File: config.mk
export PLATFORM = sky130hd
export DESIGN_NAME = satatx_frame_arb
export DESIGN_NICKNAME = d
export VERILOG_FILES = /design/src/rtl/satatx_frame_arb.sv
export SDC_FILE = /design/constraint.sdc
export NUM_CORES = 1
export LEC_CHECK = 0
export CORE_MARGIN = 2
export CORE_UTILIZATION = 32
export CTS_CLUSTER_DIAMETER = 60
export DETAILED_ROUTE_END_ITERATION = 8
export SYNTH_ARGS = -nofsm -noshare
export SYNTH_HDL_FRONTEND = slang
export SYNTH_SLANG_ARGS = --single-unit
File: constraint.sdc
create_clock -name S_AXI_ACLK -period 4.2 [get_ports S_AXI_ACLK]
set_input_delay 1.05 -clock S_AXI_ACLK [delete_from_list [all_inputs] [get_ports S_AXI_ACLK]]
set_output_delay 1.05 -clock S_AXI_ACLK [all_outputs]
set_load 0.01 [all_outputs]
File: src/rtl/satatx_frame_arb.sv
// SATA link-layer transmit frame sequencer: arbitrates two FIS sources and wraps each frame as SOF, payload, CRC, EOF.
// Optional macro SATATX_RR_ARB_EN selects round-robin arbitration in place of fixed S0 priority.
module satatx_frame_arb #(
    parameter logic [31:0] SOF_PRIM   = 32'h3737B57C,
    parameter logic [31:0] EOF_PRIM   = 32'hD5D5B57C,
    parameter logic [31:0] CRC_INIT   = 32'h52325032,
    parameter logic [31:0] CRC_POLY   = 32'h04C11DB7,
    parameter int          LW_TIMEOUT = 16
) (
    input  logic        S_AXI_ACLK,
    input  logic        S_AXI_ARESET,
    input  logic        S0_AXIS_TVALID,
    output logic        S0_AXIS_TREADY,
    input  logic [31:0] S0_AXIS_TDATA,
    input  logic        S0_AXIS_TLAST,
    input  logic        S1_AXIS_TVALID,
    output logic        S1_AXIS_TREADY,
    input  logic [31:0] S1_AXIS_TDATA,
    input  logic        S1_AXIS_TLAST,
    output logic        M_AXIS_TVALID,
    input  logic        M_AXIS_TREADY,
    output logic [31:0] M_AXIS_TDATA,
    output logic        M_AXIS_TLAST,
    output logic        M_AXIS_TPRIM,
    input  logic        i_rok,
    input  logic        i_rerr,
    output logic [1:0]  o_grant,
    output logic        o_done,
    output logic        o_err,
    output logic [2:0]  o_state
);

    // Handshake: a word moves on any interface only on a clock edge where TVALID and TREADY are
    // both high; a producer holds TVALID and its payload stable until that edge.

    typedef enum logic [2:0] {
        ST_IDLE = 3'd0,
        ST_SOF  = 3'd1,
        ST_DATA = 3'd2,
        ST_CRC  = 3'd3,
        ST_EOF  = 3'd4,
        ST_WAIT = 3'd5
    } state_t;

    state_t                  r_state;
    logic                    r_tvalid;
    logic [31:0]             r_tdata;
    logic                    r_tlast;
    logic                    r_tprim;
    logic [1:0]              r_grant;
    logic                    r_done;
    logic                    r_err;
    logic [31:0]             r_crc;
    logic [LW_TIMEOUT-1:0]   r_timer;

    logic                    w_ld;
    logic                    w_data_rdy;
    logic                    w_src_valid;
    logic [31:0]             w_src_data;
    logic                    w_src_last;
    logic                    w_accept;
    logic                    w_req;
    logic                    w_pick_s1;
    logic                    w_timer_max;
    logic                    w_resp;

    function automatic logic [31:0] crc_step(input logic [31:0] c, input logic [31:0] d);
        logic [31:0] r;
        r = c;
        for (int k = 31; k >= 0; k--) begin
            r = {r[30:0], 1'b0} ^ ((r[31] ^ d[k]) ? CRC_POLY : 32'h0);
        end
        return r;
    endfunction

    // Output register may take a new word when empty or being drained this cycle.
    assign w_ld        = !r_tvalid || M_AXIS_TREADY;
    assign w_data_rdy  = (r_state == ST_DATA) && w_ld && !S_AXI_ARESET;
    assign w_src_valid = r_grant[1] ? S1_AXIS_TVALID : S0_AXIS_TVALID;
    assign w_src_data  = r_grant[1] ? S1_AXIS_TDATA  : S0_AXIS_TDATA;
    assign w_src_last  = r_grant[1] ? S1_AXIS_TLAST  : S0_AXIS_TLAST;
    assign w_accept    = w_data_rdy && w_src_valid;
    assign w_req       = S0_AXIS_TVALID || S1_AXIS_TVALID;
    assign w_timer_max = (r_timer == {LW_TIMEOUT{1'b1}});
    assign w_resp      = i_rok || i_rerr || w_timer_max;

    assign S0_AXIS_TREADY = w_data_rdy && r_grant[0];
    assign S1_AXIS_TREADY = w_data_rdy && r_grant[1];

`ifdef SATATX_RR_ARB_EN
    logic r_last_s1;

    // On a tie the source that did not own the previous frame wins.
    always_comb begin
        w_pick_s1 = 1'b0;
        if (S0_AXIS_TVALID && S1_AXIS_TVALID) begin
            w_pick_s1 = !r_last_s1;
        end else begin
            w_pick_s1 = !S0_AXIS_TVALID && S1_AXIS_TVALID;
        end
    end

    always_ff @(posedge S_AXI_ACLK) begin
        if (S_AXI_ARESET) begin
            r_last_s1 <= 1'b1;
        end else if (r_state == ST_IDLE && w_req) begin
            r_last_s1 <= w_pick_s1;
        end
    end
`else
    assign w_pick_s1 = !S0_AXIS_TVALID;
`endif

    always_ff @(posedge S_AXI_ACLK) begin
        if (S_AXI_ARESET) begin
            r_state  <= ST_IDLE;
            r_tvalid <= 1'b0;
            r_tdata  <= 32'h0;
            r_tlast  <= 1'b0;
            r_tprim  <= 1'b0;
            r_grant  <= 2'b00;
            r_done   <= 1'b0;
            r_err    <= 1'b0;
            r_crc    <= CRC_INIT;
            r_timer  <= '0;
        end else begin
            r_done <= 1'b0;
            r_err  <= 1'b0;
            case (r_state)
                ST_IDLE: begin
                    if (w_ld) begin
                        r_tvalid <= 1'b0;
                        r_tdata  <= 32'h0;
                        r_tlast  <= 1'b0;
                        r_tprim  <= 1'b0;
                    end
                    if (w_req) begin
                        r_grant <= w_pick_s1 ? 2'b10 : 2'b01;
                        r_crc   <= CRC_INIT;
                        r_state <= ST_SOF;
                    end
                end
                ST_SOF: begin
                    if (w_ld) begin
                        r_tvalid <= 1'b1;
                        r_tdata  <= SOF_PRIM;
                        r_tlast  <= 1'b0;
                        r_tprim  <= 1'b1;
                        r_state  <= ST_DATA;
                    end
                end
                ST_DATA: begin
                    if (w_accept) begin
                        r_tvalid <= 1'b1;
                        r_tdata  <= w_src_data;
                        r_tlast  <= 1'b0;
                        r_tprim  <= 1'b0;
                        r_crc    <= crc_step(r_crc, w_src_data);
                        if (w_src_last) begin
                            r_state <= ST_CRC;
                        end
                    end else if (w_ld) begin
                        r_tvalid <= 1'b0;
                        r_tdata  <= 32'h0;
                        r_tlast  <= 1'b0;
                        r_tprim  <= 1'b0;
                    end
                end
                ST_CRC: begin
                    if (w_ld) begin
                        r_tvalid <= 1'b1;
                        r_tdata  <= r_crc;
                        r_tlast  <= 1'b1;
                        r_tprim  <= 1'b0;
                        r_state  <= ST_EOF;
                    end
                end
                ST_EOF: begin
                    if (w_ld) begin
                        r_tvalid <= 1'b1;
                        r_tdata  <= EOF_PRIM;
                        r_tlast  <= 1'b0;
                        r_tprim  <= 1'b1;
                        r_timer  <= '0;
                        r_state  <= ST_WAIT;
                    end
                end
                ST_WAIT: begin
                    if (w_ld) begin
                        r_tvalid <= 1'b0;
                        r_tdata  <= 32'h0;
                        r_tlast  <= 1'b0;
                        r_tprim  <= 1'b0;
                    end
                    // R_ERR dominates; a timeout only counts as an error when no R_OK arrives with it.
                    if (w_resp) begin
                        r_done  <= 1'b1;
                        r_err   <= !(i_rok && !i_rerr);
                        r_grant <= 2'b00;
                        r_state <= ST_IDLE;
                    end else begin
                        r_timer <= r_timer + {{(LW_TIMEOUT-1){1'b0}}, 1'b1};
                    end
                end
                default: begin
                    r_state <= ST_IDLE;
                end
            endcase
        end
    end

    assign M_AXIS_TVALID = r_tvalid;
    assign M_AXIS_TDATA  = r_tdata;
    assign M_AXIS_TLAST  = r_tlast;
    assign M_AXIS_TPRIM  = r_tprim;
    assign o_grant       = r_grant;
    assign o_done        = r_done;
    assign o_err         = r_err;
    assign o_state       = r_state;

endmodule
==> impl_metrics.env, run 1 <==
export IMPL_routed_via_density=4.81
export IMPL_synth_top_area_share_pct=24.1
export IMPL_grt_pass1_wl_microns=37100
export IMPL_crit_chain="clkdlybuf4s50_1, mux2i_1, buf_4, xnor2_2, xnor3_2, xnor2_4, buf_4, xnor3_2, xnor3_2, xnor2_2, xnor2_1, buf_4, o22a_1"
export IMPL_max_cap_violations=0
export IMPL_cts_sinks=90
export IMPL_drive_above_1_share_pct=33.0
export IMPL_hold_start="r_crc[2]"
export IMPL_ctsLongestPathBuffers=2
export IMPL_grt_usage_pct=20.2
export IMPL_synth_seq_cells=90
export IMPL_clock_fmax_mhz=240
export IMPL_io_pins=117
export IMPL_wl_per_cell_microns=18.8
export IMPL_cp_required_ps=4450
export IMPL_hold_class="register to register"
export IMPL_max_stage_delay_ps=530
export IMPL_hpwl_microns=19500
export IMPL_synth_cell_types=49
export IMPL_firstDrtPassIters=5
export IMPL_clkLatencyLatePin_ps=350
export IMPL_synthTopCellsByCount="xnor2_1 (146), dfxtp_1 (90), nor2_1 (79)"
export IMPL_path_class="input port to register"
export IMPL_min_to="r_crc[2]"
export IMPL_hold_path_depth=2
export IMPL_crit_fanout=5
export IMPL_worst_slack_ps=30.7
export IMPL_n_fill_cell=2047
export IMPL_gp_congestion=0.914
export IMPL_status="complete, no violations"
export IMPL_synth_ff_type="dfxtp_1"
export IMPL_r2r_slack_ps=90
export IMPL_slew_viol_final=0
export IMPL_min_period_ps=4170
export IMPL_synth_area_sq_mm=0.00747
export IMPL_diodes=0
export IMPL_path_clk_slew_ps=70
export IMPL_wirelength_microns=25700
export IMPL_cts_hold_buffers=0
export IMPL_setup_tns_final_ps=0
export IMPL_h_tree_depth=3
export IMPL_yosysMostFrequentCell="xnor2_1"
export IMPL_vias=6559
export IMPL_async_flop_share_pct=0
export IMPL_tritoncts="yes"
export IMPL_worst_pin_slew_ps=1140
export IMPL_fin_nets=1120
export IMPL_die_w_microns=157
export IMPL_hold_violations=0
export IMPL_areaGrowthSynthToFinish_pct=54.0
export IMPL_coreArea_sq_mm=0.0228
export IMPL_numCtsBuffers=9
export IMPL_die_h_microns=157
export IMPL_yosysTopAreaCell="dfxtp_1"
export IMPL_grt_overflow_total=0
export IMPL_portBuffers=116
export IMPL_avgSynthCellArea_sq_um=9.98
export IMPL_antenna_found_initial=0
export IMPL_rr_startpoint="o_grant[1]"
export IMPL_setup_viol=0
export IMPL_dp_slack_ps=-728
export IMPL_reg2reg_depth=16
export IMPL_dieArea_sq_mm=0.0246
export IMPL_initial_core_util_pct=32.8
export IMPL_period_share_pct=99.3
export IMPL_end_kind="register"
export IMPL_synth_edf_count=0
export IMPL_worstPathArrival_ps=4420
export IMPL_grt_max_degree=54
export IMPL_r2r_end="r_crc[1]"
export IMPL_row_count=55
export IMPL_grt_pass1_vias=6432
export IMPL_ys_top_cells_by_area="dfxtp_1 (24%), xnor2_1 (17%), xnor3_1 (9.3%)"
export IMPL_final_setup_skew_ps=11.5
export IMPL_synth_net_count=823
export IMPL_maxSlewHeadroom_pct=23.9
export IMPL_ys_seq_area_share_pct=24.1
export IMPL_clock_root_buffer="clkbuf_16"
export IMPL_whs_ps=487
export IMPL_drt_initial_drc_count=448
export IMPL_ys_warn_count=0
export IMPL_synth_cells=749
export IMPL_slowest_stage="xnor3_2"
export IMPL_ant_nets=0
export IMPL_startpoint_type="input port"
export IMPL_drc=0
[metal layers]
layer,track usage [%],vias up,part of all wire [%]
met4,8.21,0,3.5
met2,34.0,210,49
met3,4.02,46,4.8
met5,0,-,0
met1,25.4,3166,43
li1,-,3137,-
[flip-flops by register name, summed over array words and instances (netlist names), 2 cells and up]
register	count
o_grant	2
o_state	3
r_timer	16
r_crc	32
M_AXIS_TDATA	32
[cell type report]
| type | count | area [sq um] | area share, % |
|---|---|---|---|
| timing repair buffer | 322 | 2860 | 24.9 |
| inverter | 2 | 7.51 | 0.0652 |
| tap | 313 | 392 | 3.40 |
| multi-input combinational | 621 | 6170 | 53.6 |
| clock inverter | 6 | 40.0 | 0.348 |
| clock buffer | 10 | 239 | 2.08 |
| sequential | 90 | 1800 | 15.7 |
[cell families after synthesis]
logic type	Yosys count	share of synthesized area, %
AOI/OAI and AO/OA	149	12.0
xor gates and xnor gates	280	46.7
adders and majority gates	1	0.167
buffers and inverters	38	2.34
DFF	90	24.1
muxes	32	5.27
and+or+nand+nor	159	9.41
[stage by stage]
| stage | util, % | instances | instance area, sq um |
|---|---|---|---|
| 4_1_cts | 47.7 | 1336 | 10900 |
| 6_report | 50.5 | 1364 | 11500 |
| 3_3_place_gp | 44.4 | 1303 | 10100 |
| 5_1_grt | 50.5 | 1364 | 11500 |
| 2_1_floorplan | - | 749 | 7470 |
| 3_5_place_dp | 44.4 | 1303 | 10100 |
[critical path: cells and delay by family]
| family | cells | cell delay, ps |
|---|---|---|
| AO/OA/AOI/OAI | 1 | 160 |
| buffers and inverters | 4 | 920 |
| XOR/XNOR | 7 | 2190 |
| multiplexers | 1 | 80 |
[timing repair]
item                       in CTS  in global routing
pin swaps                      18                 53
setup buffers                  18                 32
gates resized for setup        54                 77
setup endpoints to repair      29                 29
[placed cells by master (no fill, tap or decap), types with 25 or more instances in the layout]
| master | instances |
|---|---|
| buf_4 | 184 |
| nor2_1 | 79 |
| o21ai_0 | 34 |
| xor2_1 | 45 |
| nand2_1 | 35 |
| dfxtp_1 | 89 |
| xnor2_1 | 113 |
| xnor2_4 | 25 |
| a22oi_1 | 38 |
| a21oi_1 | 42 |
| xnor2_2 | 40 |
| clkdlybuf4s50_1 | 96 |
[how the worst max path moves through the flow]
stage / from / to / slack, ps / depth (start not counted)
CTS: S1_AXIS_TDATA[22] / r_crc[10] / -20 / 15
finish: S1_AXIS_TDATA[15] / r_crc[28] / 30 / 13
global route: S0_AXIS_TDATA[17] / r_crc[20] / -40 / 14
floorplan: S1_AXIS_TDATA[21] / r_crc[11] / 30 / 10
detailed placement: S1_AXIS_TDATA[21] / r_crc[10] / -730 / 12
global placement: S1_AXIS_TDATA[21] / r_crc[10] / -690 / 12
Power of run 1 is not shown: default switching activity piles up to over one toggle a cycle in this logic, so the estimate is an artifact.
==> run 2, diff against run 1 <==
clock period = 4.5 ns   (was 4.2 ns; I/O delays follow)
==> run 2 against run 1 <==
  * Core utilization down 4.3 points
  * Critical path depth up 1
  * Clock skew up 1.0 ps
  * Via count down 4.7%
  * Critical endpoint is now r_crc[10]
  * Worst setup slack better by 19 ps
  * Register-to-register slack better by 160 ps
  * Final area down 8.5%
  * First-iteration DRC count down 17%
  * Final cell count down 3.8%
  * Sequential share of layout area up 1.5 points
==> impl_metrics.env, run 2 (synthesized netlist as in run 1, its figures left out) <==
export IMPL_min_to="r_crc[11]"
export IMPL_grt_overflow_total=0
export IMPL_diodes=0
export IMPL_drive_above_1_share_pct=24.3
export IMPL_die_w_microns=157
export IMPL_h_tree_depth=3
export IMPL_status="complete, no violations"
export IMPL_grt_pass1_vias=6222
export IMPL_tritoncts="yes"
export IMPL_gp_congestion=0.920
export IMPL_ant_nets=0
export IMPL_routed_via_density=4.77
export IMPL_wl_met2_microns=11200
export IMPL_wl_per_cell_microns=17.8
export IMPL_hpwl_microns=19000
export IMPL_r2r_end="r_crc[10]"
export IMPL_clock_fmax_mhz=225
export IMPL_dieArea_sq_mm=0.0246
export IMPL_clkLatencyLatePin_ps=350
export IMPL_path_class="input port to register"
export IMPL_worstPathArrival_ps=4730
export IMPL_path_clk_slew_ps=60
export IMPL_wirelength_microns=23400
export IMPL_reg2reg_depth=15
export IMPL_numCtsBuffers=9
export IMPL_fin_nets=1068
export IMPL_ctsLongestPathBuffers=2
export IMPL_antenna_found_initial=0
export IMPL_cp_required_ps=4780
export IMPL_slew_viol_final=0
export IMPL_clock_root_buffer="clkbuf_16"
export IMPL_worst_pin_slew_ps=1220
export IMPL_hold_violations=0
export IMPL_mostFrequentLayoutCell="buf_4"
export IMPL_setup_tns_final_ps=0
export IMPL_max_cap_violations=0
export IMPL_maxSlewHeadroom_pct=18.8
export IMPL_drc=0
export IMPL_firstDrtPassIters=5
export IMPL_io_pins=117
export IMPL_areaGrowthSynthToFinish_pct=40.9
export IMPL_die_h_microns=157
export IMPL_grt_usage_pct=19.4
export IMPL_final_cell_mix="buf_4 (149), xnor2_1 (142), clkdlybuf4s50_1 (115), dfxtp_1 (89), nor2_1 (79)"
export IMPL_rsz0062_at_grt="true"
export IMPL_period_share_pct=98.9
export IMPL_crit_fanout=4
export IMPL_wl_met1_microns=10100
export IMPL_r2r_slack_ps=250
export IMPL_drt_initial_drc_count=372
export IMPL_startpoint_type="input port"
export IMPL_portBuffers=116
export IMPL_row_count=55
export IMPL_grt_max_degree=55
export IMPL_end_kind="register"
export IMPL_hold_path_depth=2
export IMPL_setup_viol=0
export IMPL_final_setup_skew_ps=12.6
export IMPL_initial_core_util_pct=32.8
export IMPL_rr_startpoint="o_grant[1]"
export IMPL_hold_start="r_crc[11]"
export IMPL_wl_met3_microns=1320
export IMPL_vias=6254
export IMPL_cts_sinks=90
export IMPL_coreArea_sq_mm=0.0228
export IMPL_min_period_ps=4450
export IMPL_hold_class="register to register"
export IMPL_highest_layer="met4"
export IMPL_grt_pass1_wl_microns=35800
[run 2: cell count changes in the layout (fill, tap and decap cells not counted), moves of 4 or more]
cell,change
xnor2_4,-13
dlygate4sd2_1,-4
xor2_1,+5
xnor3_2,-10
xnor2_2,-16
buf_4,-35
mux2i_1,+5
xnor3_1,+10
dlymetal6s2s_1,-15
clkdlybuf4s50_1,+19
buf_6,-17
xnor2_1,+29
mux2i_4,-5
[run 2: cell type report]
type,instances,area (sq um)
fill,2163,12200
clock inverter,6,71.3
inverter,2,7.51
sequential,90,1800
tap,313,392
multi-input combinational,621,5650
clock buffer,10,239
timing repair buffer,270,2370
[run 2: critical path, cell delays in order]
cell and delay, ps:
clkdlybuf4s50_1 420, mux2i_2 220, buf_4 160, xnor2_1 120, buf_4 160, xnor3_1 330, xor3_2 460, xnor2_2 220
xnor2_2 140, xor3_2 520, buf_4 180, xnor2_1 250, xnor3_1 270, o21ai_1 130
[run 2: what timing repair did]
action,4_1_cts,5_1_grt
endpoints found under the setup margin,7,25
gates cloned,0,0
buffers inserted,0,2
pin swaps,0,3
gates resized for setup,1,21
hold buffers,0,0
[run 2: worst max path at each step]
| stage | start | endpoint | slack, ps |
|---|---|---|---|
| after floorplan | S1_AXIS_TDATA[21] | r_crc[11] | 260 |
| after global placement | S1_AXIS_TDATA[31] | r_crc[20] | -440 |
| after detailed placement | S0_AXIS_TDATA[31] | r_crc[20] | -430 |
| after CTS | S1_AXIS_TDATA[9] | r_crc[26] | -30 |
| after global routing | S0_AXIS_TDATA[9] | r_crc[10] | -40 |
| final | S1_AXIS_TDATA[9] | r_crc[10] | 50 |
[run 2: routing by layer]
| metal | GRT usage (%) | vias to the layer above |
|---|---|---|
| li1 | - | 3041 |
| met1 | 25.1 | 2966 |
| met2 | 33.0 | 209 |
| met3 | 2.88 | 38 |
| met4 | 6.47 | 0 |
| met5 | 0 | - |
[run 2: through the flow]
stage          area [sq um]  std cells  hold WS, ps  setup slack [ps]  utilization [%]
2_1_floorplan          7470        749          451               259                -
3_3_place_gp          10100       1294          465              -442             44.2
3_5_place_dp          10100       1294          471              -434             44.2
4_1_cts               10400       1310          485             -25.2             45.6
5_1_grt               10500       1312          520             -38.1             46.2
6_report              10500       1312          486              49.9             46.2
Power of run 2 is left out for the same reason.
==> run 3, diff against run 2 <==
CTS_CLUSTER_DIAMETER = unset   (was 60)
RECOVER_POWER = 50   (was unset)
clock period = 5.4 ns   (was 4.5 ns; I/O delays follow)
==> run 3 against run 2 <==
  * Die area stayed put
  * Final cell count is 7.9% lower
  * Non-clock buffer count is 102 lower
  * Via count is 8.5% lower
  * Wire length is 3.9% lower
  * Final area is 9.1% lower
  * Critical endpoint unchanged
  * Largest cell class unchanged
  * Highest routed layer unchanged
==> impl_metrics.env, run 3 (synthesized netlist as in run 1, its figures left out) <==
export IMPL_startpoint_type="input port"
export IMPL_io_pins=117
export IMPL_period_share_pct=90.6
export IMPL_rr_startpoint="o_grant[1]"
export IMPL_slowest_stage="xnor3_2"
export IMPL_hold_start="r_crc[2]"
export IMPL_gp_congestion=0.942
export IMPL_initial_core_util_pct=32.8
export IMPL_multiInputGateArea_sq_mm=0.00551
export IMPL_crit_chain="clkdlybuf4s50_1, mux2i_1, buf_4, xnor2_2, xnor3_2, xnor3_1, xnor3_1, xnor3_2, xnor2_1, xnor3_1, o21ai_1"
export IMPL_grt_max_degree=55
export IMPL_coreArea_sq_mm=0.0228
export IMPL_path_clk_slew_ps=60
export IMPL_ctsLongestPathBuffers=2
export IMPL_mostFrequentLayoutCell="xnor2_1"
export IMPL_drt_initial_drc_count=309
export IMPL_post_cts_buffers=0
export IMPL_routed_via_density=4.73
export IMPL_hold_class="register to register"
export IMPL_critPathTopFamily="XOR/XNOR gates"
export IMPL_final_setup_skew_ps=6.84
export IMPL_diodes=0
export IMPL_antenna_found_initial=0
export IMPL_grt_usage_pct=18.8
export IMPL_hold_violations=0
export IMPL_die_w_microns=157
export IMPL_final_cell_mix="xnor2_1 (146), dfxtp_1 (90), nor2_1 (79), clkdlybuf4s50_1 (75), xor2_1 (52)"
export IMPL_max_stage_delay_ps=510
export IMPL_die_h_microns=157
export IMPL_status="complete, no violations"
export IMPL_h_tree_depth=3
export IMPL_ant_nets=0
export IMPL_drive_above_1_share_pct=13.5
export IMPL_min_period_ps=4890
export IMPL_numCtsBuffers=9
export IMPL_rsz0062_at_grt="false"
export IMPL_setup_viol=0
export IMPL_cts_sinks=90
export IMPL_end_kind="register"
export IMPL_crit_fanout=5
export IMPL_worst_pin_slew_ps=1140
export IMPL_cts_hold_buffers=0
export IMPL_wl_per_cell_microns=18.6
export IMPL_startpoint="S0_AXIS_TDATA[29]"
export IMPL_dieArea_sq_mm=0.0246
export IMPL_grt_pass1_wl_microns=34400
export IMPL_worstPathArrival_ps=5180
export IMPL_vias=5721
export IMPL_max_cap_violations=0
export IMPL_grt_pass1_vias=5819
export IMPL_maxSlewHeadroom_pct=24.0
export IMPL_firstDrtPassIters=5
export IMPL_cp_required_ps=5690
export IMPL_clkLatencyLatePin_ps=360
export IMPL_drc=0
export IMPL_tritoncts="yes"
export IMPL_hpwl_microns=17900
export IMPL_crit_top_cell="xnor3_1"
export IMPL_slew_viol_final=0
export IMPL_clock_fmax_mhz=204
export IMPL_n_fill_cell=2267
export IMPL_setup_tns_final_ps=0
export IMPL_portBuffers=116
export IMPL_grt_overflow_total=0
export IMPL_r2r_slack_ps=880
export IMPL_path_class="input port to register"
export IMPL_row_count=55
export IMPL_final_seq_area_sq_mm=0.00180
export IMPL_wirelength_microns=22500
export IMPL_post_cts_resized=0
export IMPL_areaGrowthSynthToFinish_pct=28.0
export IMPL_path_buf_inv=2
export IMPL_fin_nets=966
export IMPL_clock_root_buffer="clkbuf_16"
==> run 3: cell types whose count changed in the layout (fill, tap and decap cells not counted), moves of 3 or more <==
cell | before | now
xnor3_1 | 27 | 31
clkbuf_1 | 0 | 3
buf_4 | 149 | 49
buf_12 | 5 | 1
xnor3_2 | 8 | 4
dlygate4sd3_1 | 0 | 40
clkdlybuf4s50_1 | 115 | 75
xnor2_1 | 142 | 146
mux2i_1 | 21 | 24
xnor2_4 | 12 | 9
==> run 3: final timing paths <==
check | endpoint | cells after the start
worst max register to register | r_crc[10] | 10
worst max-delay path | r_crc[10] | 11
worst min register to register | r_crc[2] | 2
worst min-delay path | r_crc[2] | 2
==> run 3: layer usage <==
layer,track usage (%),vias up,part of all wire (%)
li1,-,2828,-
met1,24.5,2719,45
met2,31.0,142,47
met3,3.63,32,4.6
met4,6.51,0,3.0
met5,0,-,0
==> run 3: layout make-up <==
cell class,count,area share (%)
Clock inverter,5,0.837
Sequential cell,90,18.8
Multi-Input combinational cell,621,57.6
Timing Repair Buffer,168,16.2
Tap cell,313,4.09
Clock buffer,10,2.39
Inverter,2,0.0785
==> run 3: metrics by stage <==
stage / util, % / cell area [sq um] / std cells / setup slack, ps / hold WS, ps
2_1_floorplan: - / 7470 / 749 / 934 / 451
3_3_place_gp: 40.7 / 9270 / 1194 / 193 / 471
3_5_place_dp: 40.7 / 9270 / 1194 / 141 / 471
4_1_cts: 42.0 / 9580 / 1209 / 504 / 482
5_1_grt: 42.0 / 9570 / 1209 / 302 / 501
6_report: 42.0 / 9570 / 1209 / 506 / 483
==> run 3: worst min-delay path: cells and delay by family, from the launching register on <==
family          cells  cell delay, ps
flops               1             330
compound gates      1              50
simple gates        1              60
Power of run 3 is left out for the same reason.
